`src/rtl/ttl_out_pkg.sv`:
```
// Shared constants for the TTL output stage: defaults and the field
// layout of the 128-bit event word coming out of the RTO core.
package ttl_out_pkg;

  localparam int NUM_CH_DEF = 8;
  localparam int CNT_W_DEF  = 32;
  localparam int TS_W       = 64;
  localparam int RTO_W      = 128;
  localparam int RTO_TS_HI  = 127;
  localparam int RTO_TS_LO  = 64;
  localparam int UPD_W      = 32;

  // Readback select width; a single channel still needs one select bit.
  function automatic int sel_width(input int n);
    return (n > 1) ? $clog2(n) : 1;
  endfunction

endpackage

```
`src/rtl/ttl_edge_counter.sv`:
```
// Per-channel rising-edge counter. It keeps the previous output bit,
// counts 0->1 transitions, saturates at all-ones, and a clear
// overrides any increment in the same cycle.
module ttl_edge_counter
  import ttl_out_pkg::*;
#(
  parameter int CNT_W = CNT_W_DEF
) (
  input  logic             clk,
  input  logic             resetn,
  input  logic             bit_in,
  input  logic             clear,
  output logic [CNT_W-1:0] count
);

  logic             prev_q, prev_d;
  logic [CNT_W-1:0] cnt_q, cnt_d;

  // Next-state: track the bit, then clear > saturating increment > hold.
  always_comb begin
    prev_d = bit_in;
    cnt_d  = cnt_q;
    if (clear) begin
      cnt_d = '0;
    end else if (bit_in && !prev_q && (cnt_q != {CNT_W{1'b1}})) begin
      cnt_d = cnt_q + 1'b1;
    end
  end

  // State registers, cleared asynchronously.
  always_ff @(posedge clk or negedge resetn) begin
    if (!resetn) begin
      prev_q <= 1'b0;
      cnt_q  <= '0;
    end else begin
      prev_q <= prev_d;
      cnt_q  <= cnt_d;
    end
  end

  assign count = cnt_q;

endmodule

```
`src/rtl/ttl_out_stage.sv`:
```
// TTL output stage: latches event levels from the RTO core, delays them
// through a fixed compensation chain, applies the software override at the
// registered output, and keeps per-channel edge counters for readback.
module ttl_out_stage
  import ttl_out_pkg::*;
#(
  parameter int NUM_CH    = NUM_CH_DEF,
  parameter int OUT_DELAY = 0,
  parameter int CNT_W     = CNT_W_DEF,
  parameter int SEL_W     = sel_width(NUM_CH)
) (
  input  logic              clk,
  input  logic              resetn,
  input  logic              counter_matched,
  input  logic [RTO_W-1:0]  rto_out,
  input  logic              override_en,
  input  logic [NUM_CH-1:0] override_value,
  input  logic              count_clear,
  input  logic [SEL_W-1:0]  count_sel,
  output logic [NUM_CH-1:0] ttl_out,
  output logic [CNT_W-1:0]  count_out,
  output logic [UPD_W-1:0]  update_count,
  output logic [TS_W-1:0]   last_timestamp
);

  localparam int PAD_N = 2 ** SEL_W;

  logic [NUM_CH-1:0] level_q, level_d;
  logic [TS_W-1:0]   last_ts_q, last_ts_d;
  logic [UPD_W-1:0]  upd_q, upd_d;
  logic [NUM_CH-1:0] ttl_q, ttl_d;
  logic [CNT_W-1:0]  count_out_q, count_out_d;
  logic [NUM_CH-1:0] chain_out;
  logic [CNT_W-1:0]  cnt_pad [PAD_N];

  // Bits between the levels and the timestamp carry nothing for this stage.
  logic unused_rto_bits;
  assign unused_rto_bits = ^rto_out[RTO_TS_LO-1:NUM_CH];

  // Event accept: levels and timestamp only move on a strobe; clear wins
  // over the event counter but not over the level/timestamp capture.
  always_comb begin
    level_d   = level_q;
    last_ts_d = last_ts_q;
    upd_d     = upd_q;
    if (counter_matched) begin
      level_d   = rto_out[NUM_CH-1:0];
      last_ts_d = rto_out[RTO_TS_HI:RTO_TS_LO];
      upd_d     = upd_q + 1'b1;
    end
    if (count_clear) begin
      upd_d = '0;
    end
  end

  // Latency-compensation chain; zero stages means a straight wire.
  generate
    if (OUT_DELAY == 0) begin : g_no_delay
      assign chain_out = level_q;
    end else begin : g_delay
      logic [NUM_CH-1:0] stage_q [OUT_DELAY];
      logic [NUM_CH-1:0] stage_d [OUT_DELAY];
      for (genvar gi = 0; gi < OUT_DELAY; gi++) begin : g_stage
        // Each stage takes the previous one (stage 0 takes the level register).
        always_comb begin
          stage_d[gi] = (gi == 0) ? level_q : stage_q[(gi == 0) ? 0 : gi-1];
        end
        // Stage register.
        always_ff @(posedge clk or negedge resetn) begin
          if (!resetn) stage_q[gi] <= '0;
          else         stage_q[gi] <= stage_d[gi];
        end
      end
      assign chain_out = stage_q[OUT_DELAY-1];
    end
  endgenerate

  // Edge counters per channel, padded with zeros so out-of-range selects read 0.
  generate
    for (genvar gi = 0; gi < PAD_N; gi++) begin : g_cnt
      if (gi < NUM_CH) begin : g_ch
        ttl_edge_counter #(.CNT_W(CNT_W)) u_cnt (
          .clk    (clk),
          .resetn (resetn),
          .bit_in (ttl_q[gi]),
          .clear  (count_clear),
          .count  (cnt_pad[gi])
        );
      end else begin : g_pad
        assign cnt_pad[gi] = '0;
      end
    end
  endgenerate

  // Output mux (override bypasses the chain) and counter readback mux.
  always_comb begin
    ttl_d       = override_en ? override_value : chain_out;
    count_out_d = cnt_pad[count_sel];
  end

  // Top-level registers, cleared asynchronously.
  always_ff @(posedge clk or negedge resetn) begin
    if (!resetn) begin
      level_q     <= '0;
      last_ts_q   <= '0;
      upd_q       <= '0;
      ttl_q       <= '0;
      count_out_q <= '0;
    end else begin
      level_q     <= level_d;
      last_ts_q   <= last_ts_d;
      upd_q       <= upd_d;
      ttl_q       <= ttl_d;
      count_out_q <= count_out_d;
    end
  end

  assign ttl_out        = ttl_q;
  assign count_out      = count_out_q;
  assign update_count   = upd_q;
  assign last_timestamp = last_ts_q;

endmodule
```
`config.mk`:
```
export PLATFORM = sky130hd
export DESIGN_NAME = ttl_out_stage
export DESIGN_NICKNAME = d
export VERILOG_FILES = /design/src/rtl/ttl_out_pkg.sv /design/src/rtl/ttl_edge_counter.sv /design/src/rtl/ttl_out_stage.sv
export SDC_FILE = /design/constraint.sdc
export NUM_CORES = 1
export LEC_CHECK = 0
export ABC_CLOCK_PERIOD_IN_PS = 2780
export BUFFER_PORTS_ARGS = -buffer_cell sky130_fd_sc_hd__buf_4
export CORE_MARGIN = 3
export CORE_UTILIZATION = 40
export DETAILED_ROUTE_END_ITERATION = 10
export PLACE_DENSITY = 0.63
export SETUP_SLACK_MARGIN = 0.4
export SYNTH_ARGS = -nofsm -noshare
export SYNTH_HDL_FRONTEND = slang
export SYNTH_SLANG_ARGS = --single-unit
```
`constraint.sdc`:
```
create_clock -name clk -period 2.78 [get_ports clk]
set_clock_uncertainty 0.1 [all_clocks]
set_input_delay 0.556 -clock clk [delete_from_list [all_inputs] [get_ports clk]]
set_output_delay 0.556 -clock clk [all_outputs]
set_load 0.05 [all_outputs]
```
==> flow_metrics.tcl, run 1 <==
set metrics [dict create \
    place_congestion 0.887 \
    cpMaxStageDelayCell "or4_4" \
    syn-mean-instance-area_sq_um 10.4 \
    h-tree-depth 2 \
    layout.nets 2493 \
    cpMostUsedCell "or4_4" \
    antenna_cells 0 \
    path_class "flop to flop" \
    synth_warnings 0 \
    clock_latency_ps 600 \
    dp_hpwl_um 45800 \
    hp-class "input pin to flop" \
    clk_pin_slew_ps 60 \
    dp.cells 2947 \
    cp_cell_sequence "ha_4 > nand4_1 > or4_4 > or3_4 > or4_4 > a21oi_2" \
    cts_buffer_depth 3 \
    wl_per_cell_um 20.9 \
    syn_inst 2082 \
    hold_violations 0 \
    core-area_sq_mm 0.0531 \
    fin_util 0.502 \
    ys_ff_latch 408 \
    routed_wl_um 64000 \
    drt_pre_antenna_iters 5 \
    cts_tree "done" \
    p_leak_uw 0.0105 \
    die-width_um 239 \
    setup_viol 0 \
    path_buf_inv 0 \
    rows 84 \
    p_per_area_mw_per_mm2 545 \
    area_growth_pct 23.2 \
    dieHeight_um 239 \
    tns_ps 0 \
    drive_gt1_frac 0.298 \
    grt_overflow_total 0 \
    grt_antenna_before_repair 1 \
    ant_nets 0 \
    timing.fmax_ghz 0.426 \
    status "finished clean" \
    async_flop_share 1.00 \
    end_kind "flop" \
    seq_area_sq_mm 0.0102 \
    port_buffers 223 \
    post-route-period-util 0.845 \
    vias_per_cell 5.97 \
    fillers 4748 \
    drc 0 \
    synthFlopType "dfrtp_1" \
    yosysSeqAreaShare 0.472 \
    dieArea_sq_mm 0.0569 \
    crit_fanout 8 \
    grt_pass1_wl_um 100000 \
    grt_usage 0.221 \
    start_kind "flop" \
    syn-num-nets 2235 \
    cts_buffers 47 \
    final_cell_area_sq_mm 0.0267 \
    drv_slew 0 \
    crit_family "simple AND/OR/NAND/NOR gates" \
    via_count 18297 \
    worst_pin_slew_ps 913 \
    maxCapViolations 0 \
    io_pins 280 \
    finalNonFillerCells 3067 \
    slew-limit-headroom 0.391 \
    clock-sinks 408 \
    synth_edf_count 0 \
    dr.first_iter.drc_count 1486 \
    syn_area_sq_mm 0.0216 \
    fin_ws_ps 431 \
    grt_pass1_vias 17653 \
    ir_worst_vdd_uv 536 \
    rsz0062_at_grt "true" \
    worstPathArrival_ps 2770 \
    mostFrequentLayoutCells "dfrtp_1 (385), buf_4 (306), a21oi_1 (175), mux2_2 (142), nor2_1 (134)" \
    layout.cells.most_common "dfrtp_1" \
    initial_core_util 0.408 \
    crit_required_ps 3200 \
    finalCriticalPeriod_ps 2350 \
    dp_slack_ps 272 \
    grt_max_degree 100 \
    place_area_sq_mm 0.0244 \
    synthDistinctLibCells 63 \
    cts-root-buf "clkbuf_16" \
    cpPeakStageDelay_ps 530 \
    multi_input_area_sq_mm 0.0110 \
]
[power by group]
| group | switching [uW] | internal, uW |
|---|---|---|
| combinational | 948 | 520 |
| sequential | 123 | 6100 |
| clock | 2700 | 4150 |
| total | 3770 | 10800 |
[what timing repair did]
item	CTS	global route
hold endpoints to repair	25	0
pin swaps	5	27
setup endpoints to repair	36	143
resized for setup	13	70
setup buffers	10	20
hold buffers	1	0
cloned	0	1
[worst register-to-register path: cells and delay by family, from the launching register on]
family	cells	cell delay, ps
simple gates	4	1490
fa+ha+maj	1	150
compound gates	1	150
flops	1	390
[layout make-up]
cell class | instances | share of cell area
clock buffers | 60 | 0.0497
clock inverters | 28 | 0.0150
inverters | 42 | 0.00591
multi-input cells | 1513 | 0.413
flip-flops and latches | 408 | 0.384
well taps | 688 | 0.0323
repair buffers | 328 | 0.100
[Yosys cell counts, drive strengths merged (72+ instances only)]
library cell | number | area, sq um
a21oi | 180 | 901
clkbuf | 84 | 315
dfrtp | 408 | 10200
mux2 | 142 | 1600
nand2 | 125 | 469
nand3 | 101 | 505
nand4 | 72 | 457
nor2 | 134 | 503
o21ai | 98 | 490
o31ai | 75 | 568
or3 | 101 | 639
or4 | 80 | 604
[sequential cells by signal, summed over array words and instances (netlist names)]
signal	cells
last_timestamp	64
chain_out	8
update_count	32
g_cnt.g_ch.u_cnt.prev_q	8
g_cnt.g_ch.u_cnt.count	256
count_out	32
ttl_out	8
[kinds of logic (layout without fill, tap and decap cells)]
group	Yosys count	count (layout)	share of synthesized area
fa+ha+maj	9	9	0.00520
flops	408	408	0.472
compound gates	405	405	0.111
mux	213	213	0.144
buf+inv	161	458	0.0311
simple gates	824	824	0.212
xor+xnor	62	62	0.0251
[stage by stage]
step           hold WS (ps)  total power [uW]
2_1_floorplan           160              7160
3_3_place_gp            320              7760
3_5_place_dp            341              7790
4_1_cts                52.0             14700
5_1_grt                63.1             15100
6_report               91.7             14500
[per-layer routing]
layer  vias to the layer above  global-route usage  share of wire
li1                       8394                   -              -
met1                      9146               0.308           0.43
met2                       657               0.342           0.46
met3                       100              0.0600          0.087
met4                         0              0.0603          0.026
met5                         -                   0              0
[path summary, 6_finish.rpt]
| check | depth (start not counted) | endpoint | slack, ps | start |
|---|---|---|---|---|
| min in group asynchronous | 2 | update_count[26]$_DFFE_PN0P_ | 310 | resetn |
| min reg2reg | 0 | g_cnt[6].g_ch.u_cnt.prev_q$_DFF_PN0_ | 350 | ttl_out[6]$_DFF_PN0_ |
| min | 2 | last_timestamp[35]$_DFFE_PN0P_ | 90 | rto_out[99] |
| max in group asynchronous | 3 | g_cnt[3].g_ch.u_cnt.count[5]$_DFFE_PN0P_ | 1410 | resetn |
| max reg2reg | 6 | g_cnt[3].g_ch.u_cnt.count[26]$_DFFE_PN0P_ | 430 | g_cnt[3].g_ch.u_cnt.count[0]$_DFFE_PN0P_ |
| max | 6 | g_cnt[3].g_ch.u_cnt.count[26]$_DFFE_PN0P_ | 430 | g_cnt[3].g_ch.u_cnt.count[0]$_DFFE_PN0P_ |
Note: power is estimated with default switching activity, not from simulation.
==> inputs of run 2 (changes only) <==
--- a/config.mk
+++ b/config.mk
@@ -5,12 +5,13 @@
 export SDC_FILE = /design/constraint.sdc
 export NUM_CORES = 1
 export LEC_CHECK = 0
-export ABC_CLOCK_PERIOD_IN_PS = 2780
+export ABC_AREA = 1
+export ABC_CLOCK_PERIOD_IN_PS = 2200
 export BUFFER_PORTS_ARGS = -buffer_cell sky130_fd_sc_hd__buf_4
 export CORE_MARGIN = 3
 export CORE_UTILIZATION = 40
 export DETAILED_ROUTE_END_ITERATION = 10
-export PLACE_DENSITY = 0.63
+export PLACE_DENSITY = 0.62
 export SETUP_SLACK_MARGIN = 0.4
 export SYNTH_ARGS = -nofsm -noshare
 export SYNTH_HDL_FRONTEND = slang
==> constraint.sdc (replaced) <==
create_clock -name clk -period 2.2 [get_ports clk]
set_clock_uncertainty 0.1 [all_clocks]
set_input_delay 0.44 -clock clk [delete_from_list [all_inputs] [get_ports clk]]
set_output_delay 0.44 -clock clk [all_outputs]
set_load 0.05 [all_outputs]
==> flow_metrics.tcl, run 2 <==
set metrics [dict create \
    post-route-period-util 0.851 \
    fillers 5777 \
    min-delay-start "rto_out[97]" \
    holdWs_ps 45.3 \
    whs_endpoint "last_timestamp[33]$_DFFE_PN0P_" \
    drive_gt1_frac 0.241 \
    wl_per_cell_um 17.4 \
    worstPathArrival_ps 2270 \
    crit_fanout 3 \
    hp-class "input pin to flop" \
    dp_hpwl_um 63200 \
    netlist_top_cells_area "dfrtp_1 (41%), nand2_1 (20%), nor2_1 (9.9%), inv_1 (5.0%), nand3_1 (4.8%)" \
    switchingPower_uw 5740 \
    r2r_slack_ps 330 \
    dp_slack_ps -263 \
    cts_buffer_depth 3 \
    wl_met3_um 6980 \
    post-synth-top-count-cell "nand2_1" \
    final_cell_area_sq_mm 0.0343 \
    io_pins 280 \
    cts-root-buf "clkbuf_16" \
    synth_edf_count 0 \
    synthFlopType "dfrtp_1" \
    ir_worst_vdd_uv 578 \
    port_buffers 223 \
    grt_pass1_vias 24396 \
    clock_latency_ps 600 \
    yosys.area.top_type_share 0.409 \
    rows 90 \
    path_class "flop to flop" \
    maxCapViolations 0 \
    largest_reg_flops 256 \
    syn_area_sq_mm 0.0250 \
    status "finished clean" \
    finalPower_uw 19900 \
    drt_pre_antenna_iters 5 \
    setup_viol 0 \
    dieHeight_um 256 \
    hold_path_depth 3 \
    p_sw_frac 0.289 \
    worst_pin_slew_ps 693 \
    mostFrequentLayoutCells "nand2_1 (1226), nor2_1 (569), buf_4 (406), dfrtp_1 (341), inv_1 (324)" \
    grt_antenna_before_repair 2 \
    p_int_uw 14100 \
    cts_buffers 49 \
    synth_warnings 0 \
    clock-sinks 408 \
    yosysSeqAreaShare 0.409 \
    p_leak_uw 0.0160 \
    timing.rr.start "g_cnt[4].g_ch.u_cnt.count[0]$_DFFE_PN0P_" \
    routed_wl_um 90200 \
    end_kind "flop" \
    via_count 26475 \
    syn-mean-instance-area_sq_um 6.57 \
    rr_worst_depth 13 \
    h-tree-depth 2 \
    wl_met1_um 38800 \
    grt_pass1_wl_um 136000 \
    grt_max_degree 74 \
    initial_core_util 0.409 \
    cts_tree "done" \
    seqPwrFrac 0.397 \
    timing.fmax_ghz 0.534 \
    die-width_um 256 \
    drc 0 \
    vias_per_cell 5.12 \
    async_flop_share 1.00 \
    wl_met2_um 41400 \
    pwr-share-comb 0.153 \
    ys_ff_latch 408 \
    grt_overflow_total 0 \
    layout.nets 4455 \
    hold_violations 0 \
    clk_pin_slew_ps 60 \
    finalCriticalPeriod_ps 1870 \
    dieArea_sq_mm 0.0654 \
    p_per_area_mw_per_mm2 578 \
    layout.cells.most_common "nand2_1" \
    core-area_sq_mm 0.0610 \
    synthTopCellsByCount "nand2_1 (1340), nor2_1 (658), dfrtp_1 (408)" \
    dr.first_iter.drc_count 1905 \
    fin_util 0.563 \
    rsz0062_at_grt "true" \
    place_area_sq_mm 0.0287 \
    drv_slew 0 \
    timing.rr.end "g_cnt[4].g_ch.u_cnt.count[2]$_DFFE_PN0P_" \
    syn_inst 3801 \
    start_kind "flop" \
    ant_nets 0 \
    p_clk_frac 0.450 \
    routed.top_layer "met5" \
    slew-limit-headroom 0.533 \
    fin_ws_ps 328 \
    antenna_cells 0 \
    grt_usage 0.260 \
    crit_required_ps 2590 \
    synthDistinctLibCells 43 \
    place_congestion 0.939 \
    yosysTopAreaCell "dfrtp_1" \
    syn-num-nets 3954 \
    area_growth_pct 37.6 \
]
-- run 2: changes by cell type in the layout (fill, tap and decap cells not counted), sizes merged, moves of 80 or more --
cell   change
or4       -80
buf      +166
nand2   +1246
inv      +298
nand3    +140
o21ai    +138
nor2     +555
mux2     -142
or3      -101
-- run 2: worst max-delay path: stages (launching register included) --
cell	delay [ps]
dfrtp_1	360
ha_2	190
nand2_2	80
nor2_4	120
nand2_4	80
nor2_4	140
buf_6	140
nand2_8	60
nand2_8	80
buf_6	100
buf_6	100
nor2_4	40
nand2_1	90
nand2_1	60
-- run 2: cell families (layout without fill, tap and decap cells) --
group / Yosys count / after routing / synth area share
AO/OA/AOI/OAI: 433 / 433 / 0.0916
XOR/XNOR: 59 / 59 / 0.0207
adder cells (fa/ha/maj): 9 / 9 / 0.00451
buffers and inverters: 479 / 1018 / 0.0780
flip-flops: 408 / 408 / 0.409
AND/OR/NAND/NOR: 2413 / 2416 / 0.396
-- run 2: layer usage --
layer,track usage,vias to the layer above
met4,0.0854,2
met2,0.418,910
met3,0.0514,152
li1,-,13027
met5,0,-
met1,0.353,12384
-- run 2: cell type report --
type                            instances  area (sq um)  area share
Multi-Input combinational cell       2917         14500       0.422
Sequential cell                       408         10300       0.300
Timing Repair Buffer                  577          5300       0.154
Clock buffer                           65          1420      0.0413
Inverter                              345          1400      0.0408
Tap cell                              828          1040      0.0302
Clock inverter                         27           345      0.0101
Timing Repair inverter                  4          55.1     0.00160
-- run 2: worst max-delay path by stage --
stage                                             start                                        end
2_1_floorplan  g_cnt[3].g_ch.u_cnt.count[1]$_DFFE_PN0P_  g_cnt[3].g_ch.u_cnt.count[16]$_DFFE_PN0P_
3_3_place_gp   g_cnt[4].g_ch.u_cnt.count[0]$_DFFE_PN0P_  g_cnt[4].g_ch.u_cnt.count[31]$_DFFE_PN0P_
3_5_place_dp   g_cnt[4].g_ch.u_cnt.count[0]$_DFFE_PN0P_  g_cnt[4].g_ch.u_cnt.count[28]$_DFFE_PN0P_
4_1_cts                            ttl_out[4]$_DFF_PN0_                                 ttl_out[4]
5_1_grt        g_cnt[4].g_ch.u_cnt.count[0]$_DFFE_PN0P_   g_cnt[4].g_ch.u_cnt.count[2]$_DFFE_PN0P_
6_report       g_cnt[4].g_ch.u_cnt.count[0]$_DFFE_PN0P_   g_cnt[4].g_ch.u_cnt.count[2]$_DFFE_PN0P_
-- run 2: what timing repair did --
action                                 in CTS  in global routing
buffers inserted                           31                 55
endpoints found under the hold margin     328                  0
pin swaps                                  22                115
hold buffers                               77                  0
resized for setup                         160                431
gates cloned                                3                 15
setup endpoints to repair                 238                279
-- run 2: per-stage QoR --
stage / std cells / setup TNS, ps
2_1_floorplan: 3801 / 0
3_3_place_gp: 4898 / -3580
3_5_place_dp: 4898 / -3650
4_1_cts: 5101 / 0
5_1_grt: 5171 / 0
6_report: 5171 / 0
-- run 2: power groups by stage --
stage | clock [uW] | sequential [uW] | combinational (uW)
final | 8930 | 7890 | 3050
after floorplan | 0 | 8540 | 850
after global placement | 0 | 8010 | 2500
after CTS | 9080 | 7880 | 2750
after global routing | 9410 | 7910 | 3240
after detailed placement | 0 | 8000 | 2520
